**src/rtl/adder_feeder.sv**
```systemverilog
// Operand FIFO and result collector for a registered WIDTH-bit adder.
// Define ADDER_FEEDER_OVF_SAT_EN to saturate Out_Sum to all-ones on carry-out.
module adder_feeder #(
  parameter int WIDTH = 4,
  parameter int DEPTH = 4
) (
  input  logic             Clk,
  input  logic             Rst_n,
  input  logic             In_Valid,
  output logic             In_Ready,
  input  logic [WIDTH-1:0] In_A,
  input  logic [WIDTH-1:0] In_B,
  output logic [WIDTH-1:0] A,
  output logic [WIDTH-1:0] B,
  output logic             En,
  input  logic [WIDTH-1:0] Sum,
  input  logic             Overflow,
  output logic             Out_Valid,
  input  logic             Out_Ready,
  output logic [WIDTH-1:0] Out_Sum,
  output logic             Out_Overflow
);

  localparam int PW = (DEPTH > 1) ? $clog2(DEPTH) : 1;
  localparam int CW = $clog2(DEPTH + 1);
  localparam logic [CW-1:0] FULL_CNT = CW'(DEPTH);

  logic [WIDTH-1:0] fifo_a [DEPTH];
  logic [WIDTH-1:0] fifo_b [DEPTH];
  logic [PW-1:0]    wr_ptr;
  logic [PW-1:0]    rd_ptr;
  logic [CW-1:0]    fifo_cnt;

  logic             v2;
  logic [WIDTH:0]   res_mem [3];
  logic [1:0]       res_wr;
  logic [1:0]       res_rd;
  logic [1:0]       res_cnt;
  logic [WIDTH:0]   head;

  logic             push;
  logic             issue;
  logic             drain;
  logic [2:0]       used;

  function automatic logic [1:0] res_next(input logic [1:0] p);
    return (p == 2'd2) ? 2'd0 : p + 2'd1;
  endfunction

  assign In_Ready  = (fifo_cnt != FULL_CNT);
  assign push      = In_Valid && In_Ready;
  assign Out_Valid = (res_cnt != 2'd0);
  assign drain     = Out_Valid && Out_Ready;

  // Credits: En stage, adder register stage and buffered results share 3 slots.
  assign used  = {2'b00, En} + {2'b00, v2} + {1'b0, res_cnt} - {2'b00, drain};
  assign issue = (fifo_cnt != '0) && (used < 3'd3);

  always_ff @(posedge Clk) begin
    if (push) begin
      fifo_a[wr_ptr] <= In_A;
      fifo_b[wr_ptr] <= In_B;
    end
  end

  always_ff @(posedge Clk or negedge Rst_n) begin
    if (!Rst_n) begin
      wr_ptr   <= '0;
      rd_ptr   <= '0;
      fifo_cnt <= '0;
    end else begin
      if (push)
        wr_ptr <= wr_ptr + 1'b1;
      if (issue)
        rd_ptr <= rd_ptr + 1'b1;
      case ({push, issue})
        2'b10:   fifo_cnt <= fifo_cnt + 1'b1;
        2'b01:   fifo_cnt <= fifo_cnt - 1'b1;
        default: fifo_cnt <= fifo_cnt;
      endcase
    end
  end

  always_ff @(posedge Clk or negedge Rst_n) begin
    if (!Rst_n) begin
      A  <= '0;
      B  <= '0;
      En <= 1'b0;
      v2 <= 1'b0;
    end else begin
      En <= issue;
      v2 <= En;
      if (issue) begin
        A <= fifo_a[rd_ptr];
        B <= fifo_b[rd_ptr];
      end
    end
  end

  // Storage needs no reset: the outputs are forced to zero whenever the buffer is empty.
  always_ff @(posedge Clk) begin
    if (v2)
      res_mem[res_wr] <= {Overflow, Sum};
  end

  always_ff @(posedge Clk or negedge Rst_n) begin
    if (!Rst_n) begin
      res_wr  <= 2'd0;
      res_rd  <= 2'd0;
      res_cnt <= 2'd0;
    end else begin
      if (v2)
        res_wr <= res_next(res_wr);
      if (drain)
        res_rd <= res_next(res_rd);
      case ({v2, drain})
        2'b10:   res_cnt <= res_cnt + 2'd1;
        2'b01:   res_cnt <= res_cnt - 2'd1;
        default: res_cnt <= res_cnt;
      endcase
    end
  end

  assign head         = res_mem[res_rd];
  assign Out_Overflow = Out_Valid && head[WIDTH];

`ifdef ADDER_FEEDER_OVF_SAT_EN
  assign Out_Sum = !Out_Valid ? '0 : (head[WIDTH] ? '1 : head[WIDTH-1:0]);
`else
  assign Out_Sum = Out_Valid ? head[WIDTH-1:0] : '0;
`endif

endmodule

```
**config.mk**
```make
export PLATFORM = sky130hd
export DESIGN_NAME = adder_feeder
export DESIGN_NICKNAME = d
export VERILOG_FILES = /design/src/rtl/adder_feeder.sv
export SDC_FILE = /design/constraint.sdc
export NUM_CORES = 1
export LEC_CHECK = 0
export BUFFER_PORTS_ARGS = -buffer_cell sky130_fd_sc_hd__buf_4
export CAP_MARGIN = 20
export CORE_MARGIN = 2
export CORE_UTILIZATION = 25
export CTS_CLUSTER_SIZE = 8
export DETAILED_ROUTE_END_ITERATION = 7
export GPL_TIMING_DRIVEN = 0
export HOLD_SLACK_MARGIN = 0.15
export MAX_ROUTING_LAYER = met4
export SYNTH_ARGS = -nofsm -noshare
export SYNTH_HDL_FRONTEND = slang
export SYNTH_SLANG_ARGS = --single-unit
```
**constraint.sdc**
```tcl
create_clock -name Clk -period 3.9 [get_ports Clk]
set_input_delay 0.78 -clock Clk [delete_from_list [all_inputs] [get_ports Clk]]
set_output_delay 0.78 -clock Clk [all_outputs]
set_load 0.02 [all_outputs]
```
Yosys cells after proc, flatten, opt, wreduce, memory -nomap -nowiden

Memories as Yosys holds them, arrays and structs flattened. A register that Yosys moved wholly into a read port is not among the register bits.
Cells that the tools add are included.

Eq/ne operators: 7
Add/subtract/negate cells: 11
Order comparisons: 1
Multiplexer cells: 9
Reductions and logical operators: 10

Operator list:

| operator            | number |
|---|---|
| $add 2x1->2 const B | 5 |
| $eq 2x2->1 const B  | 4 |
| $pmux 3 s2          | 1 |
| $reduce_bool 2->1   | 3 |
| $eq 2x1->1 const B  | 2 |
| $logic_and 1x1->1   | 4 |
| $mux 1              | 4 |
| $mux 2              | 2 |
| $mux 4              | 1 |
| $pmux 2 s2          | 1 |
| $add 2x2->3         | 1 |
| $add 3x1->3 const B | 1 |
| $lt 3x2->1 const B  | 1 |
| $ne 3x3->1 const B  | 1 |
| $reduce_bool 3->1   | 1 |
| $sub 3x1->3         | 1 |
| $sub 3x1->3 const B | 1 |
| $add 1x1->2         | 1 |
| $logic_not 1->1     | 2 |
| $sub 2x1->2 const B | 1 |

Memories kept: 3
RAM bits: 47
Register bits: 15

Memories:

| name    | words | width | rd ports | clocked after memory_dff | write ports | line | RTL |
|---|---|---|---|---|---|---|---|
| fifo_a  | 4     | 4     | 1        | 1                        | 1           | 28   | `logic [WIDTH-1:0] fifo_a [DEPTH];` |
| fifo_b  | 4     | 4     | 1        | 1                        | 1           | 29   | `logic [WIDTH-1:0] fifo_b [DEPTH];` |
| res_mem | 3     | 5     | 1        | 0                        | 1           | 35   | `logic [WIDTH:0] res_mem [3];` |

Depth between registers and ports, before layout

Gate-level depths: netlist (run 1).

Depth in word-level cells: 7
Depth in mapped cells: 14

Worst setup path before layout (run 1)

No wires, ideal clock.

Path type: input-to-reg
Start point: input Out_Ready
End point: register fifo_cnt[2]
Required time: 3.821 ns
Stages on the path: 14
Arrival: 3.768 ns
Path buffers: 0
Path slack: 0.053 ns
Path through: o21ai_0 > inv_1 > ha_1 > fa_1 > inv_1 > fa_1 > nor2b_1 > nor3_4 > ha_1 > inv_1 > fa_1 > xor2_1 > nor2_1 > xor2_1

Cells in the longest elaborated chain, start to end: 6

Ends and longest elaborated chain:

| what                                            | line | RTL |
|---|---|---|
| start, declared                                 | 19   | `input logic Out_Ready,` |
| $logic_and 1x1->1 *                             | 53   | `assign drain = Out_Valid && Out_Ready;` |
| via drain                                       | 43   | `logic drain;` |
| $sub 3x1->3 *                                   | 56   | `assign used = {2'b00, En} + {2'b00, v2} + {1'b0, res_cnt} - {2'b00, drain};` |
| $lt 3x2->1 *                                    | 57   | `assign issue = (fifo_cnt != '0) && (used < 3'd3);` |
| $logic_and 1x1->1 *                             | 57   |  |
| via issue                                       | 42   | `logic issue;` |
| $eq 2x1->1 or $eq 2x2->1 (tied branches)        | 76   | `case ({push, issue})` |
| $pmux 3 s2 or $reduce_bool 2->1 (tied branches) | --   |  |
| end signal, assigned                            | 77   | `2'b10: fifo_cnt <= fifo_cnt + 1'b1;` |
| end signal, assigned                            | 78   | `2'b01: fifo_cnt <= fifo_cnt - 1'b1;` |
| end signal, assigned                            | 79   | `default: fifo_cnt <= fifo_cnt;` |
| end, declared                                   | 32   | `logic [CW-1:0] fifo_cnt;` |

The timed path passes the listed nets; every way through them passes the cells marked *.
A chain may end at the register's enable or synchronous reset.

Final worst setup path (run 1)

Ends and elaborated chain as after synthesis.

==> flow_summary_export.csv, run 1 <==
group,metric,value,unit
outcome,status,"complete, no violations",
detailed_routing,drc,0,
placement,port_buffers,32,
clock_tree,clk_latency,0.32,ns
synthesis,ys.flop_type,"edfxtp_1",
power_and_ir_drop,p_leak,1.41,nW
critical_path,cp_cell_sequence,"buf_4 > o21ai_1 > inv_1 > ha_1 > fa_1 > inv_1 > fa_1 > nor2b_1 > nor3_4 > ha_1 > inv_1 > fa_1 > xor2_1 > nor2_1 > xor2_1",
floorplan,start_util,25.3,%
worst_hold_path,hp-class,"in2async",
detailed_routing,dr.pass1.iters,4,
critical_path,critPathMaxFanout,5,
floorplan,dieHeight,111,um
critical_path,cp-start-kind,"input pin",
detailed_routing,wl_met1,2180,um
power_and_ir_drop,power_density,930,nW/um2
synthesis,synthTopCellsByCount,"47 x edfxtp_1, 23 x dfrtp_1, 14 x inv_1, 14 x mux2_2, 9 x nor2_1",
clock_tree,path_clk_slew,0.05,ns
timing,finalHoldViolCount,0,
critical_path,worstSetupPathType,"in2reg",
grt,grt.total_usage,8.93,%
timing,slew_headroom,39.6,%
timing,drv_slew,0,
critical_path,required,4.14,ns
timing,setup_viol,0,
grt,antenna_found_initial,0,
grt,overflow,0,
critical_path,r2r_cells,14,
synthesis,synth_area_leaders,"edfxtp_1 49%, dfrtp_1 20%, mux4_2 6.3%",
finish,area_growth,25.1,%
timing,whs,0.362,ns
critical_path,cp.arrival,3.73,ns
clock_tree,clockBufferDepth,2,
detailed_routing,drtAntennaViolNets,0,
timing,fmax,286,MHz
detailed_routing,drtIter0Drc,86,
synthesis,synthCells,166,
floorplan,row_count,39,
critical_path,critPathMaxStageDelay,0.39,ns
synthesis,synth-seq-cells,70,
finish,layout-drive-gt1-share,33.5,%
critical_path,crit_path_top_delay_cell,"fa_1",
synthesis,yosysWarnings,0,
timing,tightestPinTransition,0.904,ns
finish,antenna_cells,0,
clock_tree,cts_root_buf,"clkbuf_16",
detailed_routing,routed_wl,4960,um
clock_tree,cts_tree,"built",
timing,min_period_over_period,89.6,%
synthesis,yosysTopAreaCell,"edfxtp_1",
finish,final_nets,237,
synthesis,synth_most_common_cell,"edfxtp_1",
placement,hpwl,3300,um
synthesis,syn_area,2870,um2
detailed_routing,viasPerCell,4.05,
detailed_routing,wl_per_cell,13.8,um
synthesis,synth_top_area_share,49.2,%
grt,grt_max_degree,24,
detailed_routing,wl_met3,241,um
grt,grt_pass1_wl,8050,um
critical_path,path_buf_inv,4,
synthesis,seq_area_frac_synth,69.3,%
power_and_ir_drop,vdd.ir_drop.worst,0.302,mV
run,maxCapViolations,0,
floorplan,core_area,11300,um2
detailed_routing,highest_layer,"met4",
floorplan,ioPinCount,33,
clock_tree,numCtsBuffers,9,
floorplan,die_area,12300,um2
synthesis,syn_nets,193,
placement,gp_congestion,0.660,
finish,num-fill-cells,1134,
critical_path,path_delay_family,"adder cells",
detailed_routing,vias,1451,
timing,rsz0062_at_grt,"false",
critical_path,crit_cells,15,
placement,place_inst,341,
synthesis,async_reset_ff_share,32.9,%
grt,grt_pass1_vias,1562,
floorplan,fp.dieW,111,um
timing,finClkSkew,0.00495,ns
synthesis,ys_types,26,
critical_path,critPathCaptureType,"flip-flop",
clock_tree,htree_levels,3,
timing,period_minus_slack,3.49,ns
clock_tree,clock-sinks,70,
detailed_routing,dr_wl_met2,2470,um
synthesis,synth_edf_count,47,
finish,finalNonFillerCells,358,
synthesis,avgSynthCellArea,17.3,um2
[per-stage QoR]
step                      setup WS, ns  setup TNS (ns)  utilization, %  power (W)  cell area, um2
after global placement          -0.408          -0.615            29.0    0.00251            3290
after floorplan                 0.0533               0               -    0.00215            2870
after detailed placement        -0.502          -0.790            29.0    0.00256            3290
after CTS                        0.263               0            31.7    0.00341            3590
after global routing             0.165               0            31.7    0.00357            3590
final                            0.406               0            31.7    0.00334            3590
[cell type report]
cell class | count | area, um2 | share of cell area (%)
Buffer | 4 | 16.3 | 0.453
Clock buffer | 12 | 246 | 6.87
Inverter | 14 | 52.6 | 1.46
Multi-Input combinational cell | 78 | 812 | 22.6
Tap cell | 143 | 179 | 4.99
Timing Repair Buffer | 33 | 248 | 6.90
Sequential cell | 70 | 1990 | 55.4
Clock inverter | 4 | 47.5 | 1.32
[cells by family after synthesis]
kind of cell | share of synthesized area, %
DFF | 69.3
and+or+nand+nor | 5.11
muxes | 13.9
adders and majority gates | 5.15
buffers and inverters | 2.40
xor gates and xnor gates | 3.05
AOI/OAI and AO/OA | 1.13
[per-layer routing]
metal,global-route usage [%],vias to the layer above
li1,-,697
met1,10.3,715
met2,14.1,32
met3,3.88,7
met4,3.05,0
met5,-,-
[cells in the final DEF (no fill, tap or decap), drive strengths merged]
| cell type | instances |
|---|---|
| edfxtp | 47 |
| buf | 35 |
| dfrtp | 23 |
| inv | 14 |
| mux2 | 14 |
| clkbuf | 14 |
| nor2 | 9 |
| mux4 | 8 |
| ha | 7 |
| xnor2 | 6 |
| mux2i | 6 |
| and3 | 4 |
| xor2 | 4 |
| nor3 | 4 |
| a21o | 3 |
| fa | 3 |
| clkinv | 3 |
| nand2 | 2 |
| o21ai | 2 |
| or3b | 1 |
| and2 | 1 |
| nor2b | 1 |
| nor3b | 1 |
| nor4b | 1 |
| nand2b | 1 |
| bufinv | 1 |
[power by group]
part / switching, W / internal [W]
registers: 0.0000977 / 0.00105
clock network: 0.000288 / 0.000510
logic: 0.000723 / 0.000671
total: 0.00111 / 0.00223
[state kept, by name, indices dropped and copies added, names as in the netlist, 2 cells and up]
register / cells
res_mem: 15
fifo_b: 16
A: 4
res_wr: 2
fifo_cnt: 3
res_rd: 2
res_cnt: 2
rd_ptr: 2
wr_ptr: 2
B: 4
fifo_a: 16
[path summary, 6_finish.rpt]
| kind | start | endpoint | slack (ns) |
|---|---|---|---|
| worst max-delay path | Out_Ready | fifo_cnt[2] | 0.41 |
| worst min-delay path | Rst_n | A[0] | 0.36 |
| worst max register to register | res_cnt[0] | fifo_cnt[2] | 0.42 |
| worst min register to register | En | v2 | 0.40 |
| max in group asynchronous | Rst_n | res_rd[0] | 3.28 |
| min in group Clk | En | v2 | 0.40 |
[what timing repair did]
item                                    4_1_cts  5_1_grt
gates cloned                                  0        0
endpoints found under the setup margin        2        1
setup buffers                                 1        0
pin swaps                                     1        0
hold buffers                                  0        0
gates resized for setup                       0        1
Power figures use the tool's default switching activity.
==> run 2, diff against run 1 <==
--- a/config.mk
+++ b/config.mk
@@ -13,7 +13,7 @@
 export DETAILED_ROUTE_END_ITERATION = 7
 export GPL_TIMING_DRIVEN = 0
 export HOLD_SLACK_MARGIN = 0.15
-export MAX_ROUTING_LAYER = met4
+export PLACE_DENSITY = 0.49
 export SYNTH_ARGS = -nofsm -noshare
 export SYNTH_HDL_FRONTEND = slang
 export SYNTH_SLANG_ARGS = --single-unit
==> flow_summary_export.csv, run 2 (synthesis gave the netlist of run 1 again) <==
group,metric,value,unit
outcome,status,"complete, no violations",
floorplan,ioPinCount,33,
detailed_routing,wl_per_cell,13.7,um
timing,period_minus_slack,3.48,ns
clock_tree,cts_root_buf,"clkbuf_16",
grt,antenna_found_initial,0,
critical_path,critPathCaptureType,"flip-flop",
grt,grt_max_degree,24,
finish,multi_input_area,812,um2
finish,most-common-layout-cells,"47 x edfxtp_1, 33 x buf_4, 23 x dfrtp_1",
finish,area_growth,25.3,%
timing,finalHoldViolCount,0,
detailed_routing,routed_wl,4920,um
critical_path,cp_cell_sequence,"o21ai_1 > inv_1 > ha_1 > fa_1 > inv_1 > fa_1 > nor2b_1 > nor3_4 > ha_1 > inv_1 > fa_1 > xor2_1 > nor2_1 > xor2_1",
timing,rsz0062_at_grt,"false",
placement,hpwl,3260,um
critical_path,cp-start-kind,"flip-flop",
finish,reg_top3,"fifo_a (16), fifo_b (16), res_mem (15)",
floorplan,fp.dieW,111,um
worst_hold_path,hp-class,"in2async",
clock_tree,path_clk_slew,0.06,ns
detailed_routing,dr.pass1.iters,3,
clock_tree,numCtsBuffers,9,
placement,port_buffers,32,
detailed_routing,viasPerCell,4.01,
grt,overflow,0,
finish,finalNonFillerCells,358,
detailed_routing,drtIter0Drc,45,
power_and_ir_drop,vdd.ir_drop.worst,0.513,mV
critical_path,crit_path_top_delay_cell,"dfrtp_1",
run,maxCapViolations,0,
critical_path,worstSetupPathType,"reg2reg",
timing,slew_headroom,39.6,%
finish,postLayoutCoreUtil,31.8,%
finish,layout-drive-gt1-share,34.4,%
critical_path,critPathMaxFanout,5,
critical_path,r2r-end,"fifo_cnt[2]",
timing,min_period_over_period,89.3,%
timing,fmax,287,MHz
detailed_routing,drtAntennaViolNets,0,
grt,grt_pass1_wl,8370,um
placement,place_inst,341,
floorplan,dieHeight,111,um
timing,drv_slew,0,
detailed_routing,vias,1436,
power_and_ir_drop,p_leak,1.42,nW
clock_tree,clock-sinks,70,
grt,grt.total_usage,9.13,%
clock_tree,clockBufferDepth,2,
critical_path,path_delay_family,"adder cells",
clock_tree,clk_latency,0.33,ns
finish,final_nets,237,
clock_tree,cts_tree,"built",
timing,tightestPinTransition,0.905,ns
floorplan,row_count,39,
timing,setup_viol,0,
floorplan,start_util,25.3,%
finish,antenna_cells,0,
grt,grt_pass1_vias,1569,
critical_path,r2r_cells,14,
critical_path,required,4.16,ns
floorplan,core_area,11300,um2
floorplan,die_area,12300,um2
critical_path,startpoint,"res_cnt[0]",
detailed_routing,drc,0,
finish,num-fill-cells,1156,
placement,gp_congestion,0.657,
timing,finClkSkew,0.00535,ns
clock_tree,htree_levels,3,
critical_path,critPathMaxStageDelay,0.44,ns
critical_path,r2r_slack,0.42,ns
critical_path,path_buf_inv,3,
finish,seqCellArea,1990,um2
critical_path,r2r-start,"res_cnt[0]",
power_and_ir_drop,power_density,926,nW/um2
critical_path,cp.arrival,3.74,ns
finish,layout.cells.most_common,"edfxtp_1",
-- run 2: cell count changes in the layout (fill, tap and decap cells not counted) --
cell / previous run / this run
clkinv_4: 1 / 2
clkbuf_1: 4 / 2
clkinv_2: 1 / 2
-- run 2: routing by layer --
layer / part of all wire (%) / wire [um] / global-route usage, %
met1: 46 / 2270 / 11.7
met5: 0 / 0 / 0
met3: 5.6 / 276 / 3.88
met4: 1.4 / 71 / 3.95
met2: 47 / 2310 / 13.5
-- run 2: worst max-delay path by stage --
stage	endpoint	cells after the start
3_3_place_gp	fifo_cnt[2]	15
6_report	fifo_cnt[2]	14
3_5_place_dp	fifo_cnt[2]	15
5_1_grt	fifo_cnt[2]	14
2_1_floorplan	fifo_cnt[2]	14
4_1_cts	fifo_cnt[2]	14
-- run 2: area by class of cell --
| cell class | instances | share of cell area (%) |
|---|---|---|
| multi-input cells | 78 | 22.6 |
| flip-flops and latches | 70 | 55.3 |
| clock inverters | 6 | 1.71 |
| well taps | 143 | 4.98 |
| plain buffers | 4 | 0.452 |
| inverters | 14 | 1.46 |
| repair buffers | 33 | 6.89 |
| clock buffers | 10 | 6.65 |
-- run 2: report_power, final --
| part | leakage [nW] | total [W] | switching [W] | internal, W |
|---|---|---|---|---|
| Clock | 0.150 | 0.000804 | 0.000295 | 0.000509 |
| Sequential | 0.705 | 0.00114 | 0.0000973 | 0.00105 |
| Combinational | 0.561 | 0.00138 | 0.000711 | 0.000669 |
| Total | 1.42 | 0.00333 | 0.00110 | 0.00223 |
-- run 2: what timing repair did --
action	in CTS	in global routing
endpoints found under the hold margin	0	0
setup endpoints to repair	2	1
resized for setup	0	1
hold buffers	0	0
pin swaps	1	0
setup buffers	1	0
-- run 2: worst reg2reg max path: cells and delay by family, from the launching register on --
kind                     cells  cell delay, ns
flip-flops                   1            0.44
AND/OR/NAND/NOR              3            0.44
buffers and inverters        3            0.26
adder cells (fa/ha/maj)      5            1.69
AO/OA/AOI/OAI                1            0.30
XOR/XNOR                     2            0.30
-- run 2: stage by stage --
stage                     cell area, um2  TNS, ns  total power, W  hold slack [ns]  worst slack [ns]
after global placement              3290   -0.746         0.00253            0.410            -0.477
after global routing                3590        0         0.00359            0.378            0.0486
after CTS                           3590        0         0.00340            0.369             0.258
after floorplan                     2870        0         0.00215            0.456            0.0533
after detailed placement            3290   -0.805         0.00254            0.403            -0.495
final                               3590        0         0.00333            0.361             0.416
==> run 3, diff against run 2 <==
--- a/config.mk
+++ b/config.mk
@@ -13,7 +13,7 @@
 export DETAILED_ROUTE_END_ITERATION = 7
 export GPL_TIMING_DRIVEN = 0
 export HOLD_SLACK_MARGIN = 0.15
-export PLACE_DENSITY = 0.49
+export PLACE_DENSITY = 0.48
 export SYNTH_ARGS = -nofsm -noshare
 export SYNTH_HDL_FRONTEND = slang
 export SYNTH_SLANG_ARGS = --single-unit
==> constraint.sdc (replaced) <==
create_clock -name Clk -period 4.3 [get_ports Clk]
set_input_delay 0.86 -clock Clk [delete_from_list [all_inputs] [get_ports Clk]]
set_output_delay 0.86 -clock Clk [all_outputs]
set_load 0.02 [all_outputs]
==> flow_summary_export.csv, run 3 (synthesis gave the netlist of run 1 again) <==
group,metric,value,unit
clock_tree,cts_hold_buffers,0,
finish,final_nets,239,
detailed_routing,wl_per_cell,13.9,um
critical_path,r2r_cells,14,
grt,grt.total_usage,8.79,%
worst_hold_path,hp-class,"reg2reg",
clock_tree,htree_levels,3,
placement,gp_congestion,0.665,
grt,overflow,0,
floorplan,die_area,12300,um2
timing,drv_slew,0,
floorplan,fp.dieW,111,um
placement,dp_slack,-0.170,ns
power_and_ir_drop,vdd.ir_drop.worst,0.278,mV
clock_tree,cts_root_buf,"clkbuf_16",
power_and_ir_drop,finalPower,0.00301,W
floorplan,row_count,39,
clock_tree,clock-sinks,70,
critical_path,r2r-end,"fifo_cnt[2]",
floorplan,core_area,11300,um2
timing,finClkSkew,0.00590,ns
critical_path,cp.arrival,3.89,ns
finish,layout.cells.most_common,"edfxtp_1",
timing,period_minus_slack,3.65,ns
floorplan,start_util,25.3,%
timing,fmax,274,MHz
detailed_routing,drc,0,
timing,min_period_over_period,84.8,%
floorplan,dieHeight,111,um
critical_path,required,4.55,ns
detailed_routing,vias,1438,
power_and_ir_drop,p_leak,1.41,nW
critical_path,worstSetupPathType,"reg2reg",
finish,antenna_cells,0,
worst_hold_path,hold_end,"v2",
detailed_routing,drtAntennaViolNets,0,
critical_path,r2r_slack,0.65,ns
clock_tree,path_clk_slew,0.05,ns
timing,rsz0062_at_grt,"false",
critical_path,startpoint,"res_cnt[0]",
grt,antenna_found_initial,0,
clock_tree,clockBufferDepth,2,
worst_hold_path,min_path_cells,0,
grt,grt_pass1_wl,8130,um
critical_path,critPathMaxFanout,5,
timing,slew_headroom,36.4,%
timing,tightestPinTransition,0.952,ns
clock_tree,clk_latency,0.32,ns
floorplan,ioPinCount,33,
detailed_routing,routed_wl,4990,um
critical_path,critPathCaptureType,"flip-flop",
timing,finalHoldViolCount,0,
finish,most-common-layout-cells,"47 x edfxtp_1, 35 x buf_4, 23 x dfrtp_1",
timing,setup_viol,0,
grt,grt_max_degree,24,
run,maxCapViolations,0,
critical_path,cp-start-kind,"flip-flop",
outcome,status,"complete, no violations",
worst_hold_path,hold_start,"En",
grt,grt_pass1_vias,1511,
critical_path,r2r-start,"res_cnt[0]",
finish,reg_top3,"fifo_a (16), fifo_b (16), res_mem (15)",
clock_tree,numCtsBuffers,9,
finish,layout-drive-gt1-share,35.0,%
detailed_routing,dr.pass1.iters,4,
clock_tree,cts_tree,"built",
power_and_ir_drop,power_density,838,nW/um2
placement,hpwl,3410,um
timing,timing.final.ws_setup,0.654,ns
finish,area_growth,25.0,%
detailed_routing,drtIter0Drc,41,
placement,port_buffers,32,
detailed_routing,viasPerCell,3.99,
-- run 3: cell type report --
class	count	area [um2]
inverter	14	52.6
multi-input combinational	78	812
fill	1154	7730
tap	143	179
timing repair buffer	35	263
buffer	4	16.3
clock inverter	5	33.8
clock buffer	11	243
sequential	70	1990
-- run 3: how the worst max path moves through the flow --
stage	to	cells after the start
after floorplan	fifo_cnt[2]	14
after global placement	fifo_cnt[2]	15
after detailed placement	fifo_cnt[2]	15
after CTS	fifo_cnt[2]	14
after global routing	fifo_cnt[2]	14
final	fifo_cnt[2]	14
-- run 3: critical path, stage by stage (launching register included) --
cell and delay (ns):
dfrtp_1 0.43, o21ai_0 0.41, inv_1 0.13, ha_1 0.36, fa_1 0.37, inv_1 0.07, fa_1 0.39, nor2b_1 0.18
nor3_4 0.18, ha_1 0.22, inv_1 0.06, fa_1 0.37, xor2_1 0.15, nor2_1 0.11, xor2_1 0.15
-- run 3: per-stage QoR --
| step | utilization (%) | cell area, um2 | TNS [ns] | instances | hold WS, ns |
|---|---|---|---|---|---|
| after CTS | 31.5 | 3560 | 0 | 357 | 0.457 |
| after floorplan | - | 2870 | 0 | 166 | 0.456 |
| after detailed placement | 29.0 | 3290 | -0.170 | 341 | 0.447 |
| after global routing | 31.7 | 3590 | 0 | 360 | 0.456 |
| final | 31.7 | 3590 | 0 | 360 | 0.436 |
| after global placement | 29.0 | 3290 | -0.166 | 341 | 0.443 |
-- run 3: routing by layer --
metal | routed length, um | global-route usage, % | vias to the layer above
met5 | 0 | 0 | -
met4 | 29 | 3.21 | 0
met3 | 239 | 3.55 | 2
met2 | 2370 | 13.7 | 33
met1 | 2350 | 11.0 | 708
li1 | - | - | 695
-- run 3: where the power goes --
group / leakage (nW) / switching, W / internal, W
Combinational: 0.571 / 0.000651 / 0.000646
Sequential: 0.705 / 0.0000901 / 0.000950
Clock: 0.132 / 0.000263 / 0.000405
Total: 1.41 / 0.00100 / 0.00200
-- run 3: what timing repair did --
item                       in CTS  in global routing
resized for setup               0                  0
hold endpoints to repair        0                  0
setup endpoints to repair       0                  1
buffers inserted                0                  3
